$ cat src/rtl/wb_data_demux.sv
// ----------------------------------------------------------------------------
// wb_data_demux
//   1-to-4 write-back data distributor. Items {sel, data} enter over a
//   valid/ready handshake, are buffered in a small FIFO, and the head item is
//   offered to exactly one of four destinations (one-hot out_valid) sharing a
//   common out_data bus. Delivery order is strict FIFO across destinations.
//
// Ports
//   clk        rising-edge clock
//   rst_n      asynchronous active-low reset
//   in_valid   upstream item valid
//   in_ready   block can accept an item this cycle
//   in_data    item data (WIDTH bits)
//   in_sel     destination code 0..3 (0=a, 1=b, 2=c, 3=d)
//   out_valid  one-hot, bit k = head item is for destination k
//   out_ready  per-destination accept
//   out_data   head item data, shared by all destinations
//   level      current FIFO occupancy
// ----------------------------------------------------------------------------
module wb_data_demux #(
    parameter int WIDTH = 16,
    parameter int DEPTH = 2
) (
    input  logic                       clk,
    input  logic                       rst_n,
    input  logic                       in_valid,
    output logic                       in_ready,
    input  logic [WIDTH-1:0]           in_data,
    input  logic [1:0]                 in_sel,
    output logic [3:0]                 out_valid,
    input  logic [3:0]                 out_ready,
    output logic [WIDTH-1:0]           out_data,
    output logic [$clog2(DEPTH+1)-1:0] level
);

    localparam int LW = $clog2(DEPTH + 1);
    localparam int PW = (DEPTH > 1) ? $clog2(DEPTH) : 1;
    localparam logic [LW-1:0] DEPTH_L = LW'(DEPTH);
    localparam logic [PW-1:0] LAST_P  = PW'(DEPTH - 1);

    // Pointer advance with explicit wrap so non-power-of-two depths work.
    function automatic logic [PW-1:0] ptr_inc(input logic [PW-1:0] p);
        if (p == LAST_P) begin
            return {PW{1'b0}};
        end else begin
            return p + PW'(1);
        end
    endfunction

    logic [WIDTH-1:0] r_mem_data [DEPTH];
    logic [1:0]       r_mem_sel  [DEPTH];
    logic [PW-1:0]    r_wr_ptr;
    logic [PW-1:0]    r_rd_ptr;
    logic [LW-1:0]    r_level;
    logic [3:0]       r_out_valid;
    logic [WIDTH-1:0] r_out_data;

    logic             w_in_ready;
    logic             w_push;
    logic             w_pop;
    logic [PW-1:0]    w_rd_next;
    logic [LW-1:0]    w_level_next;
    logic [3:0]       w_valid_next;
    logic [WIDTH-1:0] w_data_next;

    // No full-bypass: readiness depends only on the registered occupancy.
    assign w_in_ready = rst_n && (r_level < DEPTH_L);
    assign w_push     = in_valid && w_in_ready;
    // out_valid is one-hot and zero when empty, so masking ignores stray readies.
    assign w_pop      = |(r_out_valid & out_ready);

    // Next occupancy, read pointer and head presentation.
    always_comb begin
        w_rd_next    = r_rd_ptr;
        w_level_next = r_level;
        w_valid_next = 4'b0000;
        w_data_next  = {WIDTH{1'b0}};

        if (w_pop) begin
            w_rd_next = ptr_inc(r_rd_ptr);
        end else begin
            w_rd_next = r_rd_ptr;
        end

        case ({w_push, w_pop})
            2'b10:   w_level_next = r_level + LW'(1);
            2'b01:   w_level_next = r_level - LW'(1);
            default: w_level_next = r_level;
        endcase

        // When the FIFO is (or is about to be) drained, the slot at the new
        // read pointer is the one being written this edge, so forward the
        // incoming item to keep the one-cycle push-to-output latency.
        if (w_level_next == {LW{1'b0}}) begin
            w_valid_next = 4'b0000;
            w_data_next  = {WIDTH{1'b0}};
        end else if (w_push && (r_wr_ptr == w_rd_next)) begin
            w_valid_next = 4'b0001 << in_sel;
            w_data_next  = in_data;
        end else begin
            w_valid_next = 4'b0001 << r_mem_sel[w_rd_next];
            w_data_next  = r_mem_data[w_rd_next];
        end
    end

    // FIFO storage write on every accepted push.
    always_ff @(posedge clk or negedge rst_n) begin
        if (!rst_n) begin
            for (int i = 0; i < DEPTH; i++) begin
                r_mem_data[i] <= {WIDTH{1'b0}};
                r_mem_sel[i]  <= 2'b00;
            end
        end else if (w_push) begin
            r_mem_data[r_wr_ptr] <= in_data;
            r_mem_sel[r_wr_ptr]  <= in_sel;
        end
    end

    // Pointers, occupancy and registered head outputs.
    always_ff @(posedge clk or negedge rst_n) begin
        if (!rst_n) begin
            r_wr_ptr    <= {PW{1'b0}};
            r_rd_ptr    <= {PW{1'b0}};
            r_level     <= {LW{1'b0}};
            r_out_valid <= 4'b0000;
            r_out_data  <= {WIDTH{1'b0}};
        end else begin
            if (w_push) begin
                r_wr_ptr <= ptr_inc(r_wr_ptr);
            end
            r_rd_ptr    <= w_rd_next;
            r_level     <= w_level_next;
            r_out_valid <= w_valid_next;
            r_out_data  <= w_data_next;
        end
    end

    assign in_ready  = w_in_ready;
    assign out_valid = r_out_valid;
    assign out_data  = r_out_data;
    assign level     = r_level;

endmodule

$ cat config.mk
export PLATFORM = sky130hd
export DESIGN_NAME = wb_data_demux
export DESIGN_NICKNAME = d
export VERILOG_FILES = /design/src/rtl/wb_data_demux.sv
export SDC_FILE = /design/constraint.sdc
export NUM_CORES = 1
export LEC_CHECK = 0
export CORE_MARGIN = 1.5
export CORE_UTILIZATION = 57
export DETAILED_ROUTE_END_ITERATION = 6
export PLACE_DENSITY = 0.92
export REMOVE_ABC_BUFFERS = 1
export SLEW_MARGIN = 15
export SYNTH_ARGS = -nofsm -noshare
export SYNTH_HDL_FRONTEND = slang
export SYNTH_SLANG_ARGS = --single-unit
$ cat constraint.sdc
create_clock -name clk -period 5.53 [get_ports clk]
set_clock_uncertainty 0.15 [all_clocks]
set_input_delay 1.106 -clock clk [delete_from_list [all_inputs] [get_ports clk]]
set_output_delay 1.106 -clock clk [all_outputs]
set_load 0.01 [all_outputs]
==> out/results.ini, run 1 <==
[power]
power_leakage_nw = 1.48
max-vdd-ir-drop_mv = 0.295
power.density_nw_per_um2 = 618

[synth]
syn_area_per_cell_um2 = 11.2
yosysSeqAreaShare = 0.501
yosysTopAreaCell = dfrtp_1
synth-edff-count = 0
async_flop_share = 1.00
yosys_warnings = 0
netlist.area_leader.share = 0.501
ys.flop_type = dfrtp_1
netlist_area_um2 = 3000
synth_area_leaders = dfrtp_1, mux2_2, nand3_1, o311a_1, o21ai_0
synth_cells = 268
synth.distinct_cells = 44
ys_seq_elements = 60

[drt]
wl_per_cell_um = 18.7
vias_per_cell = 6.44
drt_iter0_drc = 338
drc = 0
ant_nets = 0
via_count = 2487
firstDrtPassIters = 5
routed_wl_um = 7210

[hold_path]
hold_end = r_mem_data[27]
whs_path_depth = 1
hp-start = r_mem_data[27]
hold_path_class = reg2reg

[worst_setup_path]
worstSetupPathDepth = 11
path_cells = clkdlybuf4s50_1, a22o_1, nor2_4, inv_2, ha_1, nor2b_1, a21oi_1, o21ai_1, buf_4, a21oi_1, o311a_1
crit_fanout = 20
r2r_start = level[1]
path_class = in2reg
critPathLaunchType = input pin
cp.arrival_ns = 3.62
required_ns = 5.60
cpLargestDelayFamily = compound AO/OA/AOI/OAI gates
max_stage_delay_ns = 0.42
cp_num_buf_inv = 3
crit_top_cell = a21oi_1
reg2reg_slack_ns = 2.73
reg2reg_depth = 10
setup.worst_path.end_class = flip-flop
rr_endpoint = out_data[1]
critPathSlowestCell = clkdlybuf4s50_1

[sta]
max_freq_mhz = 282
fin_ws_ns = 1.98
timing.final.max_slew_violations = 0
rsz0062_at_grt = no
setup-tns-final_ns = 0
tightest_slew_ns = 0.996
maxSlewHeadroom = 0.335
setup_viol = 0
layout_min_cycle_time_ns = 3.55
hold_viol_final = 0
period_share = 0.642

[place]
preCtsSetupSlack_ns = 1.66
io_buffers = 47
place_hpwl_um = 4380
globalplace.congestion = 0.879

[clock_network]
cts_buffers = 9
cts_setup_buffers = 0
postCtsHoldBufs = 0
cts_tree = built
post_cts_resize_count = 0
clock_sinks = 60
clk_pin_slew_ns = 0.06
clockRootBuffer = clkbuf_8
clock_latency_ns = 0.34
h-tree-depth = 3
cts.path.max_buffers = 2

[die]
fp.dieW_um = 75.5
floorplan.initialDensity = 0.591
die_y_um = 75.5
ioPinCount = 48
core_area_um2 = 5070
rows = 26
die-area_um2 = 5700

[cells_and_area]
n_antenna_cell = 0
nNetsFinal = 337
layout-area-overhead-vs-synth_pct = 22.0
drive_above_1_share = 0.209

[global_routing]
gr-total-overflow = 0
grt_pass1_wl_um = 11300
met2_usage = 0.452
grt_util_met1 = 0.342
grt-busiest-layer = met2
grt_pass1_vias = 2355
grt_max_degree = 61
antenna_found_initial = 0
grt_usage = 0.273
use_met3 = 0.0675

[run_status]
status = finished clean

[run]
drv_cap = 0

-- final cells by class --
type                            count  area, um2
Multi-Input combinational cell    186       1400
Fill cell                         369       1420
Clock inverter                      2       10.0
Sequential cell                    60       1500
Clock buffer                       14        153
Tap cell                           70       87.6
Timing Repair Buffer               51        495
Inverter                            3       11.3
-- metal layers --
layer | up-vias | wire length (um)
met5 | - | 0
met3 | 19 | 518
li1 | 1100 | -
met1 | 1229 | 2820
met2 | 139 | 3740
met4 | 0 | 129
-- cells in the mapped netlist, types with 2 or more instances --
cell      number
nand4b_1       2
a22oi_1        2
a31oi_1        4
inv_2          2
mux2_2        35
nor2_1         3
clkbuf_1      12
nor2_2         2
dfrtp_1       60
o311a_1       16
or3_1          2
nor2b_1        2
a21oi_1       17
or3b_1         3
nand2b_1       2
xnor2_1        3
nor3_1        17
nand2_1        4
nand3_1       33
o21ai_0       18
buf_2          6
-- layout by cell type (no fill, tap or decap), types with 2 or more instances in the layout --
master            n
nor2_1            3
dfrtp_1          60
clkinv_2          2
o311a_1          16
nand2b_1          2
nor2b_1           2
o21ai_1           2
or3_1             2
o21ai_0          17
buf_4             4
a21oi_1          17
clkbuf_1          4
inv_2             2
or3b_1            3
xnor2_1           3
a22oi_1           2
a31oi_1           4
nor2_2            2
nor3_1           17
nand3_1          33
mux2_2           35
clkbuf_8         10
nand4b_1          2
nand2_1           4
clkdlybuf4s50_1  46
-- power breakdown --
part           internal [mW]  switching (mW)
combinational          0.535           0.593
clock                  0.174           0.162
sequential             0.658           0.137
-- per-stage QoR --
step | util | instance area, um2 | total power, mW | hold WS, ns | cells
6_report | 0.721 | 3660 | 2.26 | 0.350 | 386
5_1_grt | 0.721 | 3660 | 2.40 | 0.375 | 386
4_1_cts | 0.721 | 3660 | 2.24 | 0.357 | 386
3_5_place_dp | 0.689 | 3490 | 1.90 | 0.340 | 370
3_3_place_gp | 0.689 | 3490 | 1.84 | 0.332 | 370
2_1_floorplan | - | 2910 | 1.51 | 0.324 | 249
-- sequential cells by signal, summed over array words and instances, names as in the netlist --
register	flops
r_mem_data	32
out_data	16
out_valid	4
r_mem_sel	4
level	2
r_rd_ptr	1
r_wr_ptr	1
-- logic make-up after synthesis --
family,share of synthesized area
AND/OR/NAND/NOR,0.155
AO/OA/AOI/OAI,0.164
flip-flops,0.501
multiplexers,0.131
buffers and inverters,0.0326
XOR/XNOR,0.0117
adder cells (fa/ha/maj),0.00417
-- worst max path at each step --
stage	startpoint	end	slack [ns]
CTS	out_ready[0]	out_data[1]	2.01
detailed placement	out_ready[0]	out_data[13]	1.66
floorplan	rst_n	out_data[0]	1.53
finish	out_ready[0]	out_data[1]	1.98
global placement	out_ready[2]	out_data[3]	1.79
global route	out_ready[0]	out_data[1]	1.84
Note: power is estimated with default switching activity, not from simulation.
==> run 2, diff against run 1 <==
- CORE_UTILIZATION: 57 -> 48
- PLACE_DENSITY: 0.92 -> 0.84
- clock period: 5.53 -> 3.1 ns (I/O delays scaled with it)
==> run 2 against run 1 <==
Against the previous run:
- sequential cell count unchanged
- global-route usage is 3.6 points lower
- combinational power is 82% higher
- hold slack worse by 0.044 ns
- sequential power rose by 77%
- power up 80%
- core utilization down 9.7 points
- final cell count up 3.9%
- critical endpoint is now out_data[0]
==> out/results.ini, run 2 (synthesis results as in run 1) <==
[run_status]
status = finished clean

[sta]
period_share = 0.871
hold_ws_ns = 0.306  ; -0.0440 ns
max_freq_mhz = 370
tightest_slew_ns = 0.778  ; -0.218 ns
rsz0062_at_grt = no
hold_viol_final = 0  ; unchanged
setup-tns-final_ns = 0  ; unchanged
maxSlewHeadroom = 0.481  ; +0.147
layout_min_cycle_time_ns = 2.70
timing.final.max_slew_violations = 0  ; unchanged
setup_viol = 0  ; unchanged

[global_routing]
grt_pass1_vias = 2373  ; +0.76%
gr-total-overflow = 0  ; unchanged
grt_usage = 0.237  ; -0.0361
antenna_found_initial = 0  ; unchanged
grt_pass1_wl_um = 11900  ; +4.9%
grt_max_degree = 61  ; unchanged

[cells_and_area]
largest_register_ffs = 32  ; unchanged
layout-area-overhead-vs-synth_pct = 24.7
fin_cells = 401  ; +3.9%
seq_area_um2 = 1500  ; unchanged
final_cell_mix = dfrtp_1, clkdlybuf4s50_1, mux2_2, nand3_1
multi_input_area_um2 = 1400  ; unchanged
n_antenna_cell = 0  ; unchanged
fin_area_um2 = 3740  ; +2.2%
regMostFlops = r_mem_data
n_fill_cell = 477  ; +29%
drive_above_1_share = 0.233  ; +0.0243
final_common_cell = dfrtp_1
nNetsFinal = 347  ; +3.0%

[die]
rows = 28  ; +7.7%
die_y_um = 82.0  ; +8.6%
fp.dieW_um = 82.0  ; +8.6%
floorplan.initialDensity = 0.500  ; -0.0903
die-area_um2 = 6730  ; +18%
core_area_um2 = 5990  ; +18%
ioPinCount = 48  ; unchanged

[power]
power.density_nw_per_um2 = 1090  ; +76%
power_leakage_nw = 1.53  ; +3.2%
max-vdd-ir-drop_mv = 0.841  ; +190%

[place]
place_hpwl_um = 4590  ; +4.8%
placed_cells = 385  ; +4.1%
placed_area_um2 = 3580  ; +2.3%
io_buffers = 47  ; unchanged
globalplace.congestion = 0.802  ; -8.8%

[worst_setup_path]
required_ns = 3.16  ; -2.44 ns
critPathSlowestCell = clkdlybuf4s50_1
path_cells = clkdlybuf4s50_1, a22o_2, nor2_4, inv_2, ha_1, nor2b_1, a21oi_1, o21ai_1, buf_4, a21oi_1, o311a_1
critPathLaunchType = input pin
path_class = in2reg
crit_fanout = 11  ; -45%
setup.worst_path.end_class = flip-flop
crit_top_cell = a21oi_1
cp.arrival_ns = 2.76  ; -0.86 ns
max_stage_delay_ns = 0.43  ; about the same
reg2reg_depth = 10  ; unchanged

[run]
drv_cap = 0  ; unchanged

[clock_network]
clockRootBuffer = clkbuf_8
cts_setup_buffers = 0  ; unchanged
clock_sinks = 60  ; unchanged
clock_latency_ns = 0.32  ; -0.02 ns
cts_tree = built
cts_buffers = 9  ; unchanged
postCtsHoldBufs = 0  ; unchanged
cts.path.max_buffers = 2  ; unchanged
clk_pin_slew_ns = 0.07  ; about the same
h-tree-depth = 3  ; unchanged
post_cts_resize_count = 0  ; unchanged

[drt]
via_count = 2407  ; -3.2%
drc = 0  ; unchanged
wl_per_cell_um = 18.1  ; -3.3%
ant_nets = 0  ; unchanged
vias_per_cell = 6.00  ; -6.8%
firstDrtPassIters = 4  ; -1
routed_wl_um = 7240  ; +0.43%
drt_iter0_drc = 239  ; -29%

[hold_path]
hold_path_class = in2async

run 2: layout make-up:
class / count / share of cell area
clock buffer: 14 / 0.0408
clock inverter: 2 / 0.00268
inverter: 3 / 0.00301
tap: 75 / 0.0251
multi-input combinational: 186 / 0.374
timing repair buffer: 61 / 0.153
sequential: 60 / 0.402
run 2: worst max-delay path, delay by kind of cell:
family,cells,cell delay (ns)
buffers and inverters,3,0.70
AND/OR/NAND/NOR,2,0.36
adder cells (fa/ha/maj),1,0.29
AO/OA/AOI/OAI,5,0.79
run 2: power breakdown:
group          leakage, nW  total (mW)  internal [mW]  switching (mW)
logic                0.713        2.06           1.01            1.05
clock network       0.0844       0.597          0.311           0.286
registers            0.732        1.41           1.17           0.241
total                 1.53        4.07           2.50            1.57
run 2: path summary, 6_finish.rpt:
check / from / slack (ns) / to
max: out_ready[2] / 0.40 / out_data[0]
min: rst_n / 0.31 / r_mem_data[17]
max reg2reg: level[1] / 0.65 / out_data[0]
min reg2reg: r_mem_data[18] / 0.35 / r_mem_data[18]
max in group asynchronous: rst_n / 1.98 / r_mem_data[22]
min in group clk: r_mem_data[18] / 0.35 / r_mem_data[18]
run 2: metal layers:
metal  GRT usage  vias to the layer above  wire length [um]
li1            -                     1122                 -
met1       0.314                     1179              2980
met2       0.384                       97              3700
met3      0.0544                        9               507
met4      0.0746                        0                50
met5           0                        -                 0
run 2: through the flow:
step           power (mW)  setup slack [ns]  utilization
4_1_cts              4.09             0.419        0.624
2_1_floorplan        2.69            -0.415            -
3_3_place_gp         3.39             0.190        0.597
3_5_place_dp         3.48            0.0806        0.597
5_1_grt              4.36             0.309        0.624
6_report             4.07             0.400        0.624
==> run 3, diff against run 2 <==
- SLEW_MARGIN: 15 -> unset
==> results of run 3 <==
Final layout, timing and power as in run 2 (identical DEF).
==> RTL edit 1: new RTL, flow settings as in run 2 <==
Put one more register stage on the output `level`, without a reset. The value now appears one clock later. The other outputs are not delayed to match.
--- a/src/rtl/wb_data_demux.sv
+++ b/src/rtl/wb_data_demux.sv
@@ -139,5 +139,7 @@
     assign out_valid = r_out_valid;
     assign out_data  = r_out_data;
-    assign level     = r_level;
+    always_ff @(posedge clk) begin
+        level <= r_level;
+    end
 
 endmodule
Function: changed (a bounded check fails within 4 cycles, from zero or initial values and one cycle with rst_n low).
==> RTL edit 1 against run 2 <==
Wire length about the same; total power up 4.8%; critical path depth unchanged; register-to-register slack worse by 0.03 ns; non-clock buffer count did not move; setup slack worse by 0.086 ns; design area rose by 2.2%; count of clock-buffer cells in the layout decreased by 1; sequential share of layout area rose by 0.17 points; sequential cell count rose by 2; area after synthesis is 0.96% higher; clock power grew 28%; largest cell class unchanged.
==> RTL edit 1: results (changes against run 2) <==
Dpl cells = 387 (+0.52%)
DP Wirelength = 4.56 mm (-0.66%)
Largest net degree at the start of global routing = 61 (unchanged)
Syn Inst Count = 270 (+0.75%)
GPL Wtd Cong = 0.777 (-3.1%)
Cts bufs inserted = 9 (unchanged)
1st-iter DRT viols = 314 (+31%)
HP Class = in -> async
Outcome = complete, no violations
Share of cells above drive strength 1 = 0.244 (+0.0108)
Yosys warnings = 0 (unchanged)
Setup Fix Bufs, Post-CTS = 0 (unchanged)
Max-slew violations = 0 (unchanged)
Synth Flop Type = dfrtp_1
Maximum VDD drop = 657 uV (-22%)
Post-CTS Resized = 0 (unchanged)
Port bufs = 47 (unchanged)
Final net count = 349 (+0.58%)
Biggest register = r_mem_data
Synth async-reset ratio = 0.968 (-0.0323)
WL final = 7.23 mm (about the same)
Pleak = 1.57 nW (+2.8%)
Distinct cells, synth = 46 (+4.5%)
Clock-pin transition on the worst setup and hold timing paths = 0.06 ns
Vias in the first global route = 2,457 (+3.5%)
Post-synthesis sequential area ratio = 0.509 (+0.00847)
Fin cells = 403 (+0.50%)
Max reg flops = 32 (unchanged)
Overall Global Routing Usage = 0.237 (+0.000692)
Tightest Pin Transition = 0.837 ns (+0.0590 ns)
Top fanout value on the critical path = 11 (unchanged)
Initial antenna violation count = 0 (unchanged)
Antenna diodes = 0 (unchanged)
Clk root buf = clkbuf_8
First-pass GRT wire length = 11.8 mm (-0.52%)
DR DRC count = 0 (unchanged)
First-pass DRT Iterations = 4 (unchanged)
CP arrival = 2.85 ns (+0.09 ns)
H-tree levels = 3 (unchanged)
Top cells by area, synth = dfrtp_1 (50%), mux2_2 (13%), nand3_1 (5.5%)
Avg Vias per Cell = 6.05 (+0.74%)
CTS max path bufs = 2 (unchanged)
Post-synth top cells = dfrtp_1 (60), mux2_2 (35), nand3_1 (33), o21ai_0 (18)
Worst-Skew Late Latency = 0.34 ns (+0.02 ns)
## RTL edit 1: cell types whose count changed after synthesis, sizes merged
cell and change:
dfxtp +2, buf -1, clkbuf +1, nand2b -1, or2b +1
## RTL edit 1: cell families after synthesis
group	synth area share
fa+ha+maj	0.00413
compound gates	0.160
flops	0.509
mux	0.130
buf+inv	0.0327
simple gates	0.152
xor+xnor	0.0116
## RTL edit 1: layout make-up
type,instances,area [um^2]
Clock inverter,3,40.0
Sequential cell,62,1540
Multi-Input combinational cell,186,1390
Timing Repair Buffer,61,571
Tap cell,75,93.8
Inverter,3,11.3
Clock buffer,13,179
Fill cell,468,2170
## RTL edit 1: final timing paths
| check | from | to | slack [ns] | depth (start not counted) |
|---|---|---|---|---|
| worst min-delay path | rst_n | r_level[1]$_DFF_PN0_ | 0.30 | 2 |
| worst max-delay path | out_ready[2] | out_data[10]$_DFF_PN0_ | 0.31 | 11 |
| max in group asynchronous | rst_n | r_mem_data[8]$_DFFE_PN0P_ | 2.00 | 2 |
| min in group clk | r_level[0]$_DFF_PN0_ | level[0]$_DFF_P_ | 0.32 | 0 |
| worst max register to register | out_valid[2]$_DFF_PN0_ | out_data[10]$_DFF_PN0_ | 0.62 | 10 |
| worst min register to register | r_level[0]$_DFF_PN0_ | level[0]$_DFF_P_ | 0.32 | 0 |
## RTL edit 1: metrics by stage
| step | power, W | setup TNS [ns] | setup slack [ns] | cell area [um^2] | utilization |
|---|---|---|---|---|---|
| 2_1_floorplan | 0.00271 | -8.59 | -0.456 | 2940 | - |
| 3_3_place_gp | 0.00339 | 0 | 0.186 | 3600 | 0.602 |
| 3_5_place_dp | 0.00348 | -0.000296 | -0.000296 | 3600 | 0.602 |
| 4_1_cts | 0.00427 | 0 | 0.331 | 3820 | 0.638 |
| 5_1_grt | 0.00455 | 0 | 0.240 | 3820 | 0.638 |
| 6_report | 0.00427 | 0 | 0.315 | 3820 | 0.638 |
## RTL edit 1: routing by layer
metal | share of wire | GRT usage | vias up | wire [um]
li1 | - | - | 1128 | -
met1 | 0.40 | 0.295 | 1196 | 2920
met2 | 0.50 | 0.399 | 101 | 3600
met3 | 0.081 | 0.0538 | 12 | 584
met4 | 0.018 | 0.0915 | 0 | 127
met5 | 0 | 0 | - | 0
## RTL edit 1: worst max-delay path, cell delays in order
cell             delay [ns]
clkdlybuf4s50_1        0.42
a22o_2                 0.32
nor2_4                 0.14
inv_2                  0.05
ha_1                   0.30
nor2b_1                0.22
a21oi_1                0.10
o21ai_1                0.22
buf_4                  0.24
a21oi_1                0.08
o311a_1                0.15
## RTL edit 1: power by group
part / total, W / switching, W / leakage (nW) / internal, W
combinational: 0.00206 / 0.00105 / 0.708 / 0.00101
clock: 0.000763 / 0.000306 / 0.115 / 0.000456
sequential: 0.00144 / 0.000232 / 0.749 / 0.00121
==> RTL edit 2: new RTL, config.mk and constraints of run 2 <==
Without the edit above. The parameter `WIDTH` goes from 16 to 32.
--- a/src/rtl/wb_data_demux.sv
+++ b/src/rtl/wb_data_demux.sv
@@ -19,5 +19,5 @@
 // ----------------------------------------------------------------------------
 module wb_data_demux #(
-    parameter int WIDTH = 16,
+    parameter int WIDTH = 32,
     parameter int DEPTH = 2
 ) (
Ports: changed (resized in_data and out_data); port bits go from 48 to 80. The function was not compared with the original's and may differ.
==> RTL edit 2 against run 2 <==
Sequential cell count increased by 48; wire length increased by 65%; highest routed layer unchanged; design area increased by 67%; non-clock buffer count increased by 36; area after synthesis increased by 70%; setup slack improved by 0.16 ns; core utilization decreased by 1.8 points; sequential power increased by 71%; synthesized cell count increased by 74%; register-to-register slack improved by 0.09 ns; first-iteration DRC count increased by 2.9%; total power increased by 61%.
==> RTL edit 2: results (changes against run 2) <==
R2r startpoint = level[1]$_DFF_PN0_
Worst-Skew Late Latency = 0.37 ns (+0.05 ns)
Crit path capture = out_data[4]$_DFF_PN0_
Top fanout value on the critical path = 36 (+25)
Clock-pin transition on the worst setup and hold timing paths = 0.11 ns (+0.04 ns)
Worst Reg-to-Reg Cells = 9 (-1)
Slowest cell delay on critical path = 0.42 ns
Antenna Nets Post-Route = 0 (unchanged)
DP Wirelength = 7.52 mm (+64%)
Critical-path top delay cell = clkdlybuf4s50_1
Final net count = 583 (+68%)
Vias in the first global route = 4,229 (+78%)
Maximum VDD drop = 577 uV (-31%)
HP Class = in -> async
Distinct cells, synth = 40 (-9.1%)
Largest net degree at the start of global routing = 58 (-4.9%)
Initial antenna violation count = 0 (unchanged)
H-tree levels = 3 (unchanged)
Post-synth top cells = dfrtp_1 (108), nand2_1 (47), inv_1 (34), nand3_1 (34)
M3 GR Usage = 0.0307 (-0.0238)
1st-iter DRT viols = 246 (+2.9%)
Post-CTS Resized = 0 (unchanged)
Gr ovfl total = 0 (unchanged)
Share of cells above drive strength 1 = 0.159 (-0.0738)
GPL Wtd Cong = 0.782 (-2.5%)
Met2 usage = 0.402 (+0.0181)
Setup Fix Bufs, Post-CTS = 0 (unchanged)
Port bufs = 79 (+68%)
Hold buffer count at CTS = 0 (unchanged)
Avg Vias per Cell = 5.62 (-6.4%)
GRT Max-Usage Layer = met2
R2R setup slack = 0.74 ns (+0.09 ns)
GRT met1 Usage = 0.283 (-0.0312)
Tightest Pin Transition = 0.699 ns (-0.0787 ns)
Yosys warnings = 0 (unchanged)
DP Area = 0.00608 mm^2 (+70%)
Post-synthesis sequential area ratio = 0.531 (+0.0300)
Routed length per instance = 17.5 um (-2.9%)
Cts bufs inserted = 9 (unchanged)
First-pass DRT Iterations = 6 (+2)
Overall Global Routing Usage = 0.227 (-0.00959)
Synth async-reset ratio = 1.00 (unchanged)
Pleak = 2.83 nW (+85%)
CP arrival = 2.66 ns (-0.10 ns)
Top cells by area, synth = dfrtp_1 (53%), mux2_2 (7.3%), o211a_1 (6.3%)
Syn Inst Count = 467 (+74%)
Outcome = complete, no violations
Pre-CTS setup slack = 0.150 ns (+0.0689 ns)
Fin cells = 682 (+70%)
Max reg flops = 64 (+100%)
First-pass GRT wire length = 20.2 mm (+70%)
Dpl cells = 666 (+73%)
Critical path startpoint = out_ready[0]
[RTL edit 2: layout make-up]
class,count,area (um^2)
Fill cell,834,4070
Sequential cell,108,2700
Multi-Input combinational cell,289,2090
Timing Repair Buffer,97,973
Tap cell,136,170
Inverter,36,135
Clock buffer,9,124
Clock inverter,7,57.6
[RTL edit 2: worst min-delay path by stage]
| stage | from | endpoint | slack [ns] | cells past startpoint |
|---|---|---|---|---|
| global placement | r_mem_data[10]$_DFFE_PN0P_ | r_mem_data[10]$_DFFE_PN0P_ | 0.34 | 1 |
| floorplan | rst_n | level[0]$_DFF_PN0_ | 0.17 | 0 |
| global route | rst_n | level[1]$_DFF_PN0_ | 0.27 | 2 |
| detailed placement | r_mem_data[24]$_DFFE_PN0P_ | r_mem_data[24]$_DFFE_PN0P_ | 0.34 | 1 |
| finish | rst_n | level[1]$_DFF_PN0_ | 0.22 | 2 |
| CTS | rst_n | level[1]$_DFF_PN0_ | 0.24 | 2 |
[RTL edit 2: cells by family (layout without fill, tap and decap cells)]
| group | Yosys count | count (layout) | share of synthesized area |
|---|---|---|---|
| compound gates | 145 | 145 | 0.224 |
| flops | 108 | 108 | 0.531 |
| simple gates | 108 | 108 | 0.102 |
| buf+inv | 70 | 149 | 0.0644 |
| mux | 33 | 33 | 0.0730 |
| xor+xnor | 2 | 2 | 0.00344 |
| fa+ha+maj | 1 | 1 | 0.00246 |
[RTL edit 2: power breakdown]
part	internal (W)	switching, W
registers	0.00210	0.000319
clock network	0.000307	0.000509
logic	0.00172	0.00163
total	0.00412	0.00245
[RTL edit 2: per-layer routing]
layer | vias to the layer above | part of all wire
met5 | - | 0
met2 | 85 | 0.51
met3 | 20 | 0.031
li1 | 1806 | -
met1 | 1921 | 0.44
met4 | 0 | 0.021
